$ cat src/rtl/csa_resolver.sv
// Purpose : resolves a carry-save (sum, carry) pair into a binary result, CHUNK bits per cycle.
// Latency : WIDTH/CHUNK+1 edges from the accept edge to out_valid (5 with the defaults).
// Backpr. : one operation in flight; in_ready only in IDLE, result held in DONE until out_ready.
//
// Ports:
//   clk, rst_n (sync, active low), flush (sync abort of any in-flight/held op)
//   in_valid/in_ready   : operand pair handshake (in_sum, in_carry with bit 0 = 0, in_tag)
//   out_valid/out_ready : result handshake (out_result, out_cout, out_tag; zero outside DONE)
module csa_resolver #(
  parameter int WIDTH = 64,
  parameter int CHUNK = 16,
  parameter int TAG_W = 4
) (
  input  logic             clk,
  input  logic             rst_n,
  input  logic             flush,
  input  logic             in_valid,
  output logic             in_ready,
  input  logic [WIDTH-1:0] in_sum,
  input  logic [WIDTH-1:0] in_carry,
  input  logic [TAG_W-1:0] in_tag,
  output logic             out_valid,
  input  logic             out_ready,
  output logic [WIDTH-1:0] out_result,
  output logic             out_cout,
  output logic [TAG_W-1:0] out_tag
);

  localparam int NCHUNK = WIDTH / CHUNK;
  localparam int IDX_W  = (NCHUNK > 1) ? $clog2(NCHUNK) : 1;
  localparam logic [IDX_W-1:0] LAST_IDX = IDX_W'(NCHUNK - 1);

  typedef enum logic [1:0] {
    S_IDLE = 2'd0,
    S_ADD  = 2'd1,
    S_DONE = 2'd2
  } state_t;

  state_t           r_state;
  state_t           w_next;
  logic             w_accept;
  logic             w_step;

  logic [WIDTH-1:0] r_sum;
  logic [WIDTH-1:0] r_carry;
  logic [WIDTH-1:0] r_result;
  logic [TAG_W-1:0] r_tag;
  logic [IDX_W-1:0] r_idx;
  logic             r_cc;
  logic             r_cout;
  logic [CHUNK:0]   w_chunk;

  // The operand registers are shifted right by CHUNK every ADD cycle, so the
  // chunk being resolved always sits in the low CHUNK bits.
  assign w_chunk = {1'b0, r_sum[CHUNK-1:0]}
                 + {1'b0, r_carry[CHUNK-1:0]}
                 + {{CHUNK{1'b0}}, r_cc};

  always_ff @(posedge clk) begin
    if (!rst_n) begin
      r_state <= S_IDLE;
    end else begin
      r_state <= w_next;
    end
  end

  always_comb begin
    w_next     = r_state;
    w_accept   = 1'b0;
    w_step     = 1'b0;
    in_ready   = 1'b0;
    out_valid  = 1'b0;
    out_result = '0;
    out_cout   = 1'b0;
    out_tag    = '0;
    case (r_state)
      S_IDLE: begin
        in_ready = 1'b1;
        if (in_valid) begin
          w_accept = 1'b1;
          w_next   = S_ADD;
        end
      end
      S_ADD: begin
        w_step = 1'b1;
        if (r_idx == LAST_IDX) begin
          w_next = S_DONE;
        end
      end
      S_DONE: begin
        out_valid  = 1'b1;
        out_result = r_result;
        out_cout   = r_cout;
        out_tag    = r_tag;
        if (out_ready) begin
          w_next = S_IDLE;
        end
      end
      default: begin
        w_next = S_IDLE;
      end
    endcase
    // Flush wins over accept and over out_ready; the datapath is frozen so
    // nothing of the aborted operation can surface later.
    if (flush) begin
      w_next   = S_IDLE;
      w_accept = 1'b0;
      w_step   = 1'b0;
    end
  end

  always_ff @(posedge clk) begin
    if (!rst_n) begin
      r_sum    <= '0;
      r_carry  <= '0;
      r_result <= '0;
      r_tag    <= '0;
      r_idx    <= '0;
      r_cc     <= 1'b0;
      r_cout   <= 1'b0;
    end else if (w_accept) begin
      r_sum    <= in_sum;
      r_carry  <= in_carry;
      r_tag    <= in_tag;
      r_result <= '0;
      r_idx    <= '0;
      r_cc     <= 1'b0;
      r_cout   <= 1'b0;
    end else if (w_step) begin
      r_sum    <= r_sum >> CHUNK;
      r_carry  <= r_carry >> CHUNK;
      // Each resolved chunk enters at the top; after NCHUNK steps chunk 0 has
      // reached bit 0 and the result is aligned.
      r_result <= (r_result >> CHUNK) | (WIDTH'(w_chunk[CHUNK-1:0]) << (WIDTH - CHUNK));
      r_cc     <= w_chunk[CHUNK];
      r_idx    <= r_idx + IDX_W'(1);
      if (r_idx == LAST_IDX) begin
        r_cout <= w_chunk[CHUNK];
      end
    end
  end

endmodule
$ cat config.mk
export PLATFORM = sky130hd
export DESIGN_NAME = csa_resolver
export DESIGN_NICKNAME = d
export VERILOG_FILES = /design/src/rtl/csa_resolver.sv
export SDC_FILE = /design/constraint.sdc
export NUM_CORES = 1
export LEC_CHECK = 0
export BUFFER_PORTS_ARGS = -buffer_cell sky130_fd_sc_hd__clkbuf_2
export CAP_MARGIN = 15
export CORE_MARGIN = 3
export CORE_UTILIZATION = 45
export DETAILED_ROUTE_END_ITERATION = 10
export PLACE_DENSITY_LB_ADDON = 0.08
export SYNTH_ARGS = -nofsm -noshare
export SYNTH_HDL_FRONTEND = slang
export SYNTH_SLANG_ARGS = --single-unit
$ cat constraint.sdc
create_clock -name clk -period 2.8 [get_ports clk]
set_input_delay 0.84 -clock clk [delete_from_list [all_inputs] [get_ports clk]]
set_output_delay 0.84 -clock clk [all_outputs]
set_load 0.03 [all_outputs]
* Word level (Yosys, flattened, before mapping) *
Cells that the tools add are included.

storage, ports and cells
  register bits after elaboration = 202
  output and inout port bits = 71

cells by class
  add/sub/neg operators = 3
  eq/ne operators = 6
  muxes and demuxes = 18
  bitwise logic cells = 2
  reduce and logical (&&, ||, !) cells = 6

operator list
  operator               number
  $mux W64               5
  $or A48 B64 Y64        1
  $add A16 B16 Y17       1
  $add A17 B1 Y17        1
  $mux W1                8
  $mux W2                3
  $ne A2 B2 Y1 const B   3
  $pmux W2 S3            1
  $eq A2 B2 Y1 const B   2
  $mux W4                1
  $reduce_or A2 Y1       2
  $reduce_and A3 Y1      1
  $add A2 B1 Y2 const B  1
  $eq A2 B1 Y1 const B   1
  $logic_not A2 Y1       1
  $reduce_and A2 Y1      1
  $reduce_bool A2 Y1     1
  $not A1 Y1             1

* Depth between registers and ports, before layout *
Gate-level depths: netlist (run 1).

  depth after elaboration = 5
  depth in mapped cells = 8

* Worst setup path after synthesis (run 1) *
No wires, ideal clock.

  path kind = register to register
  start = reg r_sum[0]
  end = reg r_cout
  library setup time = 131 ps
  data arrival time = 2401 ps
  required time = 2669 ps
  slack = 267 ps
  cell stages (with the launch flop) = 9
  buffers on the path = 0
  cell sequence = dfxtp_1 -> fa_1 -> fa_1 -> a211o_1 -> a211oi_2 -> or3_1 -> o211ai_2 -> a221oi_2 -> a311oi_1

between the ends
  longest elaborated chain between the ends = 2

ends and longest elaborated chain
  item                      line  text
  start: declaration        44    logic [WIDTH-1:0] r_sum;
  start signal: assignment  122   r_sum <= in_sum;
  start signal: assignment  130   r_sum <= r_sum >> CHUNK;
  $add A16 B16 Y17          56    + {1'b0, r_carry[CHUNK-1:0]}
  $add A17 B1 Y17           57    + {{CHUNK{1'b0}}, r_cc};
  end signal: assignment    138   r_cout <= w_chunk[CHUNK];
  end: declaration          50    logic r_cout;

Every way passes these cells.
A chain may end at the register's enable or synchronous reset.

* Worst setup path after layout (run 1) *
  start = reg r_state[1]
  end = out out_result[8]

between the ends
  longest elaborated chain between the ends = 2

ends and longest elaborated chain
  item                      line  text
  start: declaration        39    state_t r_state;
  start signal: assignment  63    r_state <= w_next;
  $eq A2 B2 Y1              76    case (r_state)
  $mux W64                  76
  end: declaration          24    output logic [WIDTH-1:0] out_result,

Every way passes these cells.

==> results.sh, run 1 <==
export IMPL_slew_headroom_pct=62.6
export IMPL_ys_seq_area_share_pct=45.3
export IMPL_route_met3_wl_mm=1.83
export IMPL_start_kind="register"
export IMPL_grt_pass1_vias=7102
export IMPL_path_class="reg2out"
export IMPL_min_path_cells=2
export IMPL_crit_fanout=39
export IMPL_ys_seq_elements=202
export IMPL_grt_max_degree=135
export IMPL_worstPathRequired_ns=1.96
export IMPL_dr_wl_met2_mm=10.8
export IMPL_cts_sinks=202
export IMPL_rsz0062_at_grt="false"
export IMPL_cts_root_buffer="clkbuf_16"
export IMPL_fin_nets=1352
export IMPL_antenna_found_initial=0
export IMPL_hpwl_mm=16.8
export IMPL_cts_tree="done"
export IMPL_p_leak_nw=4.33
export IMPL_maxCapViolCount=0
export IMPL_vias_per_cell=5.25
export IMPL_pre_cts_slack_ns=0.205
export IMPL_clk_latency_ns=0.50
export IMPL_top_layer_used="met4"
export IMPL_synth_fp_nets=1191
export IMPL_synthSimpleGateAreaFrac_pct=19.3
export IMPL_start_util_pct=46.8
export IMPL_boundaryPins=208
export IMPL_post_cts_buffers=0
export IMPL_maxSlewViolCount=0
export IMPL_hold_violations=0
export IMPL_yosys_most_used_dff="dfxtp_1"
export IMPL_placed_cells=1433
export IMPL_cts_buffers=22
export IMPL_cts_resized_gates=0
export IMPL_hold_start="r_result[2]"
export IMPL_avgSynthCellArea_sq_um=8.62
export IMPL_peakVddDrop_v=0.000507
export IMPL_reg2reg_depth=8
export IMPL_finalSetupViolCount=0
export IMPL_skew_ns=0.0114
export IMPL_grt_pass1_wl_mm=38.4
export IMPL_total_power_mw=6.40
export IMPL_drive_gt1_share_pct=22.3
export IMPL_crit_buf_inv=2
export IMPL_crit_path_end_kind="output port"
export IMPL_path_cells="nor2b_4 -> buf_4 -> and2_1 -> clkbuf_2"
export IMPL_slowest_delay_ns=0.40
export IMPL_fin_crit_sh_pct=94.1
export IMPL_synth_distinct_cells=48
export IMPL_track_usage_pct=21.6
export IMPL_num_vias=7723
export IMPL_chipWidth_um=147
export IMPL_path_delay_family="buffers and inverters"
export IMPL_netlist_instances=1036
export IMPL_arrival_ns=1.79
export IMPL_dr_pass1_iters=5
export IMPL_io_buffers=207
export IMPL_worst_slack_ns=0.166
export IMPL_p_per_area_nw_per_um2=588
export IMPL_reg2reg_slack_ns=0.18
export IMPL_gp_congestion=0.830
export IMPL_ant_nets=0
export IMPL_path_clk_slew_ns=0.06
export IMPL_worstReg2RegEnd="r_cout"
export IMPL_synth_edff_count=0
export IMPL_cts_htree_levels=1
export IMPL_rows=50
export IMPL_yosys_area_share_adder_pct=2.69
export IMPL_area_growth_pct=21.8
export IMPL_fin_cells=1470
export IMPL_post_drt_wl_per_cell_um=16.6
export IMPL_die_height_um=147
export IMPL_status="finished clean"
export IMPL_crit_slowest_cell="dfxtp_1"
export IMPL_fmax_mhz=380
export IMPL_route_detailed_drc=0
export IMPL_synth_top_family_by_area="compound AO/OA/AOI/OAI gates"
export IMPL_totalWireLength_mm=24.4
export IMPL_drt_iter0_drc=584
export IMPL_synth_xor_area_share_pct=0.784
export IMPL_drt_met1_wl_mm=11.3
export IMPL_grt_overflow=0
export IMPL_hold_path_class="reg2reg"
export IMPL_fp_coreArea_sq_um=19100
export IMPL_ctsHoldBuffers=0
export IMPL_netlist_area_sq_um=8930
export IMPL_worst_pin_slew_ns=0.560
export IMPL_antenna_cells=0
export IMPL_synth_compound_area_share_pct=26.6
export IMPL_synth_yosys_warnings=0
export IMPL_dieArea_sq_um=21600
export IMPL_async_flop_share_pct=0
export IMPL_reg2reg_from="r_sum[0]"
export IMPL_tns_ns=0
export IMPL_holdPathEnd="r_result[2]"
export IMPL_synthMuxAreaShare_pct=0.896
export IMPL_finalCriticalPeriod_ns=2.63
export IMPL_cts_buffer_depth=3
==> area by class of cell <==
| type | instances | area (sq um) |
|---|---|---|
| Fill cell | 1840 | 8200 |
| Multi-Input combinational cell | 742 | 4520 |
| Sequential cell | 202 | 4040 |
| Timing Repair Buffer | 225 | 1270 |
| Clock buffer | 33 | 653 |
| Tap cell | 260 | 325 |
| Clock inverter | 4 | 45.0 |
| Inverter | 4 | 15.0 |
==> cells by family after synthesis <==
logic type      after synthesis
buf+inv                      92
mux                           8
fa+ha+maj                    18
simple gates                370
flops                       202
xor+xnor                      8
compound gates              338
==> state kept, by name, summed over array words and instances, names as in the netlist <==
signal,cells
r_carry,64
r_cc,1
r_cout,1
r_idx,2
r_result,64
r_state,2
r_sum,64
r_tag,4
==> worst register-to-register path, cell delays in order, from the launching register on <==
cell and delay [ns]:
dfxtp_1 0.32, fa_1 0.46, fa_1 0.45, a211o_1 0.37, a211oi_2 0.22, or3_1 0.15, o211ai_2 0.11, a221oi_2 0.29
a311oi_1 0.12
==> through the flow <==
stage | util, % | instance area, sq um | hold WS (ns)
after floorplan | - | 8930 | 0.432
after global placement | 53.4 | 10200 | 0.438
after detailed placement | 53.4 | 10200 | 0.443
after CTS | 57.0 | 10900 | 0.451
after global routing | 57.0 | 10900 | 0.467
final | 57.0 | 10900 | 0.447
==> cells in the mapped netlist, types with 8 or more instances <==
| library cell | instances | area (sq um) |
|---|---|---|
| mux2i_1 | 8 | 80.1 |
| buf_2 | 38 | 190 |
| a22oi_1 | 128 | 961 |
| clkbuf_1 | 50 | 188 |
| nand3_1 | 10 | 50.1 |
| ha_1 | 16 | 200 |
| a21o_1 | 9 | 67.6 |
| nand2_1 | 219 | 822 |
| a21oi_1 | 68 | 340 |
| a21boi_1 | 38 | 285 |
| and2_1 | 70 | 438 |
| a21boi_0 | 59 | 443 |
| nor2b_1 | 39 | 244 |
| o21ai_0 | 9 | 45.0 |
| dfxtp_1 | 202 | 4040 |
| nor2_1 | 11 | 41.3 |
==> worst max path at each step <==
stage / start / to / cells past startpoint
floorplan: r_sum[0] / r_cout / 8
global placement: r_sum[0] / r_cout / 8
detailed placement: r_sum[0] / r_cout / 8
CTS: r_state[1] / out_result[8] / 4
global route: r_sum[0] / r_result[62] / 9
finish: r_state[1] / out_result[8] / 4
==> routing by layer <==
metal / GRT usage (%) / vias to the layer above
met3: 5.83 / 33
met4: 4.75 / 0
li1: - / 3934
met1: 31.4 / 3542
met5: 0 / -
met2: 32.1 / 214
==> placed cells by master (no fill, tap or decap), types with 4 or more instances in the layout <==
| cell type | instances |
|---|---|
| nand2_1 | 218 |
| clkbuf_2 | 206 |
| dfxtp_1 | 202 |
| a22oi_1 | 128 |
| and2_1 | 69 |
| a21oi_1 | 68 |
| a21boi_0 | 59 |
| nor2b_1 | 38 |
| a21boi_1 | 38 |
| clkbuf_16 | 23 |
| ha_1 | 16 |
| buf_4 | 11 |
| nor2_1 | 10 |
| nand3_1 | 10 |
| a21o_1 | 9 |
| o21ai_0 | 9 |
| mux2i_1 | 8 |
| buf_12 | 8 |
| nor3_1 | 7 |
| clkbuf_1 | 6 |
| a211oi_1 | 5 |
| xor2_1 | 5 |
| inv_1 | 4 |
| clkbuf_8 | 4 |
==> power by group <==
part / switching (mW) / total (mW) / internal, mW
sequential: 0.0653 / 3.04 / 2.97
combinational: 0.305 / 0.549 / 0.244
clock: 1.13 / 2.82 / 1.69
No activity file was read; power rests on OpenSTA's default activity.
==> run 2, diff against run 1 <==
PLACE_DENSITY_LB_ADDON = 0.3   (was 0.08)
==> run 2 against run 1 <==
  * First-iteration DRC count decreased by 4.3%
  * Design area increased by 0.41%
  * Clock power increased by 5%
  * Flip-flop and latch count did not move
==> results.sh, run 2 (synthesized netlist as in run 1, its figures left out) <==
export IMPL_status="finished clean"
export IMPL_gp_congestion=0.931
export IMPL_clk_latency_ns=0.50
export IMPL_start_kind="register"
export IMPL_multi_input_area_sq_um=4520
export IMPL_rows=50
export IMPL_seq_power_share_pct=46.4
export IMPL_cts_sinks=202
export IMPL_track_usage_pct=20.9
export IMPL_p_leak_nw=4.35
export IMPL_io_buffers=207
export IMPL_hold_path_class="reg2reg"
export IMPL_slew_headroom_pct=36.8
export IMPL_totalWireLength_mm=23.8
export IMPL_placed_cells=1433
export IMPL_start_util_pct=46.8
export IMPL_placed_area_sq_um=10200
export IMPL_worstPathRequired_ns=1.96
export IMPL_dr_pass1_iters=5
export IMPL_area_growth_pct=22.3
export IMPL_p_int_mw=5.01
export IMPL_grt_overflow=0
export IMPL_p_per_area_nw_per_um2=598
export IMPL_p_clk_share_pct=45.2
export IMPL_mostFrequentLayoutCells="nand2_1 (218), clkbuf_2 (206), dfxtp_1 (202)"
export IMPL_boundaryPins=208
export IMPL_path_class="reg2out"
export IMPL_die_height_um=147
export IMPL_path_clk_slew_ns=0.06
export IMPL_cts_resized_gates=0
export IMPL_cts_htree_levels=1
export IMPL_cts_buffers=22
export IMPL_finalSetupViolCount=0
export IMPL_dieArea_sq_um=21600
export IMPL_grt_pass1_wl_mm=37.8
export IMPL_route_detailed_drc=0
export IMPL_antenna_found_initial=0
export IMPL_worst_pin_slew_ns=0.947
export IMPL_arrival_ns=1.78
export IMPL_top_regs="r_carry x64, r_result x64, r_sum x64"
export IMPL_p_sw_share_pct=23.3
export IMPL_skew_ns=0.0122
export IMPL_finalCriticalPeriod_ns=2.62
export IMPL_ctsHoldBuffers=0
export IMPL_grt_pass1_vias=7315
export IMPL_post_drt_wl_per_cell_um=16.2
export IMPL_fp_coreArea_sq_um=19100
export IMPL_fin_crit_sh_pct=93.5
export IMPL_drt_iter0_drc=559
export IMPL_hold_violations=0
export IMPL_peakVddDrop_v=0.000584
export IMPL_comb_power_share_pct=8.4
export IMPL_cts_root_buffer="clkbuf_16"
export IMPL_chipWidth_um=147
export IMPL_drive_gt1_share_pct=22.7
export IMPL_fmax_mhz=382
export IMPL_final_common_cell="nand2_1"
export IMPL_cts_tree="done"
export IMPL_whs_ns=0.448
export IMPL_rsz0062_at_grt="false"
export IMPL_maxCapViolCount=0
export IMPL_num_vias=7775
export IMPL_fin_cells=1474
export IMPL_antenna_cells=0
export IMPL_regArea_sq_um=4040
export IMPL_cts_buffer_depth=3
export IMPL_grt_max_degree=113
export IMPL_final_util_pct=57.3
export IMPL_hpwl_mm=16.4
export IMPL_ant_nets=0
export IMPL_maxSlewViolCount=0
export IMPL_crit_fanout=67
export IMPL_switchingPower_mw=1.52
export IMPL_design_area_sq_um=10900
export IMPL_vias_per_cell=5.27
export IMPL_tns_ns=0
export IMPL_num_fill_cells=1736
export IMPL_fin_nets=1353
export IMPL_crit_path_end_kind="output port"
## run 2: changes by cell type in the layout (fill, tap and decap cells not counted), sizes merged
cell    previous run  this run
buf               19        20
bufinv             1         2
clkinv             3         5
## run 2: area by class of cell
| type | count | area share (%) |
|---|---|---|
| Clock inverter | 7 | 0.882 |
| Sequential cell | 202 | 37.0 |
| Multi-Input combinational cell | 742 | 41.4 |
| Timing Repair Buffer | 226 | 11.6 |
| Clock buffer | 33 | 5.97 |
| Tap cell | 260 | 2.98 |
| Inverter | 4 | 0.137 |
## run 2: final timing paths
path | start | to | slack (ns) | cells after the start
max | r_state[1] | out_result[62] | 0.18 | 4
min | r_result[3] | r_result[3] | 0.45 | 2
max reg2reg | r_sum[0] | r_cout | 0.19 | 8
min reg2reg | r_result[3] | r_result[3] | 0.45 | 2
## run 2: per-stage QoR
step,total power [mW],worst slack [ns]
floorplan,3.42,0.267
global placement,3.63,0.230
detailed placement,3.64,0.196
CTS,6.57,0.0482
global route,6.76,0.0351
finish,6.53,0.183
## run 2: critical path: stages (launching register included)
cell and delay [ns]:
dfxtp_1 0.40, nor2b_4 0.21, buf_12 0.22, and2_1 0.20
clkbuf_2 0.22
## run 2: per-layer routing
layer	global-route usage [%]	share of wire (%)	up-vias
met5	0	0	-
met4	4.80	1.9	0
met3	5.18	6.9	31
met2	33.3	46	224
met1	28.7	45	3591
li1	-	-	3929
## run 2: timing repair
item / 4_1_cts / 5_1_grt
hold endpoints to repair: 0 / 0
setup buffers: 0 / 1
endpoints found under the setup margin: 0 / 38
## run 2: power by group through the flow
| stage | Clock, mW | Sequential (mW) | Combinational, mW |
|---|---|---|---|
| final | 2.95 | 3.03 | 0.550 |
| after detailed placement | 0 | 3.09 | 0.548 |
| after floorplan | 0 | 3.07 | 0.352 |
| after CTS | 2.99 | 3.03 | 0.550 |
| after global placement | 0 | 3.09 | 0.540 |
| after global routing | 3.10 | 3.04 | 0.610 |
==> run 3, diff against run 2 <==
ABC_AREA = 1   (was unset)
==> run 3 against run 2 <==
  * Clock skew increased by 0.0080 ns
  * Critical path depth increased by 2
  * Hold slack improved by 0.0026 ns
  * Wire length decreased by 2.6%
  * Flip-flop and latch count unchanged
  * Clock power decreased by 3%
  * Register-to-register slack improved by 0.52 ns
  * Utilization decreased by 1.2 points
  * Design area increased by 0.82%
  * Power decreased by 1.7%
  * Synthesized area increased by 1.6%
  * Sequential power about the same
==> results.sh, run 3 <==
export IMPL_vias_per_cell=4.81
export IMPL_num_fill_cells=1968
export IMPL_slew_headroom_pct=77.5
export IMPL_p_per_area_nw_per_um2=583
export IMPL_yosys_area_top_type="dfxtp_1"
export IMPL_avgSynthCellArea_sq_um=6.80
export IMPL_drive_gt1_share_pct=17.8
export IMPL_peakVddDrop_v=0.000432
export IMPL_path_clk_slew_ns=0.06
export IMPL_track_usage_pct=21.1
export IMPL_worst_pin_slew_ns=0.338
export IMPL_multi_input_area_sq_um=4090
export IMPL_synth_fp_nets=1489
export IMPL_io_buffers=207
export IMPL_synth_distinct_cells=24
export IMPL_grt_pass1_wl_mm=38.9
export IMPL_yosys_cell_count_top_type="nand2_1"
export IMPL_start_util_pct=46.2
export IMPL_post_drt_wl_per_cell_um=13.0
export IMPL_die_height_um=148
export IMPL_grt_overflow=0
export IMPL_crit_fanout=66
export IMPL_path_cells="inv_1 -> nor2_1 -> inv_2 -> buf_12 -> nor2_1 -> clkbuf_2"
export IMPL_cts_resized_gates=0
export IMPL_yosys_area_top_type_share_pct=44.6
export IMPL_ys_seq_area_share_pct=44.6
export IMPL_netlist_instances=1334
export IMPL_worstPathRequired_ns=1.96
export IMPL_status="finished clean"
export IMPL_async_flop_share_pct=0
export IMPL_finalSetupViolCount=0
export IMPL_top_regs="r_carry x64, r_result x64, r_sum x64"
export IMPL_synth_area_top_cells="dfxtp_1 (45%), nand2_1 (23%), a31oi_1 (6.6%)"
export IMPL_total_power_mw=6.42
export IMPL_hold_violations=0
export IMPL_dieArea_sq_um=21900
export IMPL_antenna_cells=0
export IMPL_p_leak_nw=4.50
export IMPL_cts_buffers=22
export IMPL_regArea_sq_um=4040
export IMPL_hpwl_mm=16.6
export IMPL_crit_path_end_kind="output port"
export IMPL_finalCriticalPeriod_ns=2.63
export IMPL_antenna_found_initial=0
export IMPL_fin_nets=1655
export IMPL_final_common_cell="nand2_1"
export IMPL_fmax_mhz=380
export IMPL_route_detailed_drc=0
export IMPL_totalWireLength_mm=23.2
export IMPL_num_vias=8562
export IMPL_fin_crit_sh_pct=94.1
export IMPL_synth_edff_count=0
export IMPL_maxSlewViolCount=0
export IMPL_synth_common_cells="nand2_1 (553), dfxtp_1 (202), inv_1 (131), a21oi_1 (114), a31oi_1 (96)"
export IMPL_ant_nets=0
export IMPL_grt_max_degree=74
export IMPL_cts_root_buffer="clkbuf_16"
export IMPL_skew_ns=0.0201
export IMPL_rows=51
export IMPL_ctsHoldBuffers=0
export IMPL_crit_top_cell="nor2_1"
export IMPL_tns_ns=0
export IMPL_synth_yosys_warnings=0
export IMPL_cts_tree="done"
export IMPL_grt_pass1_vias=8143
export IMPL_slowest_delay_ns=0.36
export IMPL_path_class="reg2out"
export IMPL_netlist_area_sq_um=9070
export IMPL_ys_seq_elements=202
export IMPL_cts_htree_levels=1
export IMPL_maxCapViolCount=0
export IMPL_drt_iter0_drc=527
export IMPL_start_kind="register"
export IMPL_area_growth_pct=21.4
export IMPL_post_cts_buffers=0
export IMPL_arrival_ns=1.79
export IMPL_fp_coreArea_sq_um=19700
export IMPL_crit_slowest_cell="dfxtp_1"
export IMPL_cts_buffer_depth=3
export IMPL_whs_ns=0.451
export IMPL_yosys_most_used_dff="dfxtp_1"
export IMPL_dr_pass1_iters=5
export IMPL_cts_sinks=202
export IMPL_gp_congestion=0.829
export IMPL_clk_latency_ns=0.51
export IMPL_boundaryPins=208
export IMPL_hold_path_class="reg2reg"
export IMPL_chipWidth_um=148
export IMPL_mostFrequentLayoutCells="nand2_1 (551), clkbuf_2 (207), dfxtp_1 (202)"
export IMPL_rsz0062_at_grt="false"
==> run 3: cell types whose count changed after synthesis, moves of 19 or more <==
cell,previous run,this run
nor2b_1,39,0
and2_1,70,1
inv_1,4,131
a22oi_1,128,0
a21boi_0,59,0
nor2_1,11,85
clkbuf_1,50,31
a21boi_1,38,0
nand2_1,219,553
a31oi_1,1,96
a21oi_1,68,114
==> run 3: layout make-up <==
| cell class | instances | share of cell area, % |
|---|---|---|
| clock buffers | 33 | 5.92 |
| clock inverters | 6 | 0.636 |
| inverters | 134 | 4.66 |
| multi-input cells | 916 | 37.1 |
| flip-flops and latches | 202 | 36.7 |
| well taps | 265 | 3.01 |
| repair buffers | 224 | 11.9 |
==> run 3: path summary, 6_finish.rpt <==
path	startpoint	depth (start not counted)	slack, ns	end
worst max register to register	r_carry[0]	11	0.71	r_cc
worst min register to register	r_tag[3]	2	0.45	r_tag[3]
worst max-delay path	r_state[1]	6	0.17	out_result[20]
worst min-delay path	r_tag[3]	2	0.45	r_tag[3]
==> run 3: power by group <==
part           total [mW]  switching, mW  internal [mW]
combinational       0.537          0.320          0.217
sequential           3.04         0.0593           2.98
clock                2.85           1.14           1.70
==> run 3: stage by stage <==
| stage | area, sq um | cells | utilization (%) | setup slack (ns) |
|---|---|---|---|---|
| 6_report | 11000 | 1780 | 56.0 | 0.167 |
| 5_1_grt | 11000 | 1780 | 56.0 | 0.0294 |
| 4_1_cts | 11000 | 1780 | 56.0 | 0.146 |
| 3_5_place_dp | 10300 | 1741 | 52.4 | 0.681 |
| 3_3_place_gp | 10300 | 1741 | 52.4 | 0.712 |
| 2_1_floorplan | 9070 | 1334 | - | 0.0198 |
==> run 3: logic make-up (layout without fill, tap and decap cells) <==
group / after synthesis / count (layout) / share of synthesized area, %
buf+inv: 216 / 397 / 10.4
compound gates: 219 / 219 / 13.4
fa+ha+maj: 18 / 18 / 2.65
xor+xnor: 5 / 5 / 0.483
simple gates: 674 / 674 / 28.5
flops: 202 / 202 / 44.6
==> run 3: metal layers <==
layer | wire length [um] | GRT usage, % | vias to the layer above | share of wire (%)
li1 | - | - | 4521 | -
met1 | 10500 | 28.4 | 3771 | 45
met2 | 10600 | 34.3 | 232 | 46
met3 | 1550 | 4.32 | 38 | 6.7
met4 | 579 | 6.28 | 0 | 2.5
met5 | 0 | 0 | - | 0
==> run 3: worst max-delay path: cells and delay by family, from the launching register on <==
family        cells  cell delay [ns]
flops             1             0.36
buf+inv           4             0.57
simple gates      2             0.33
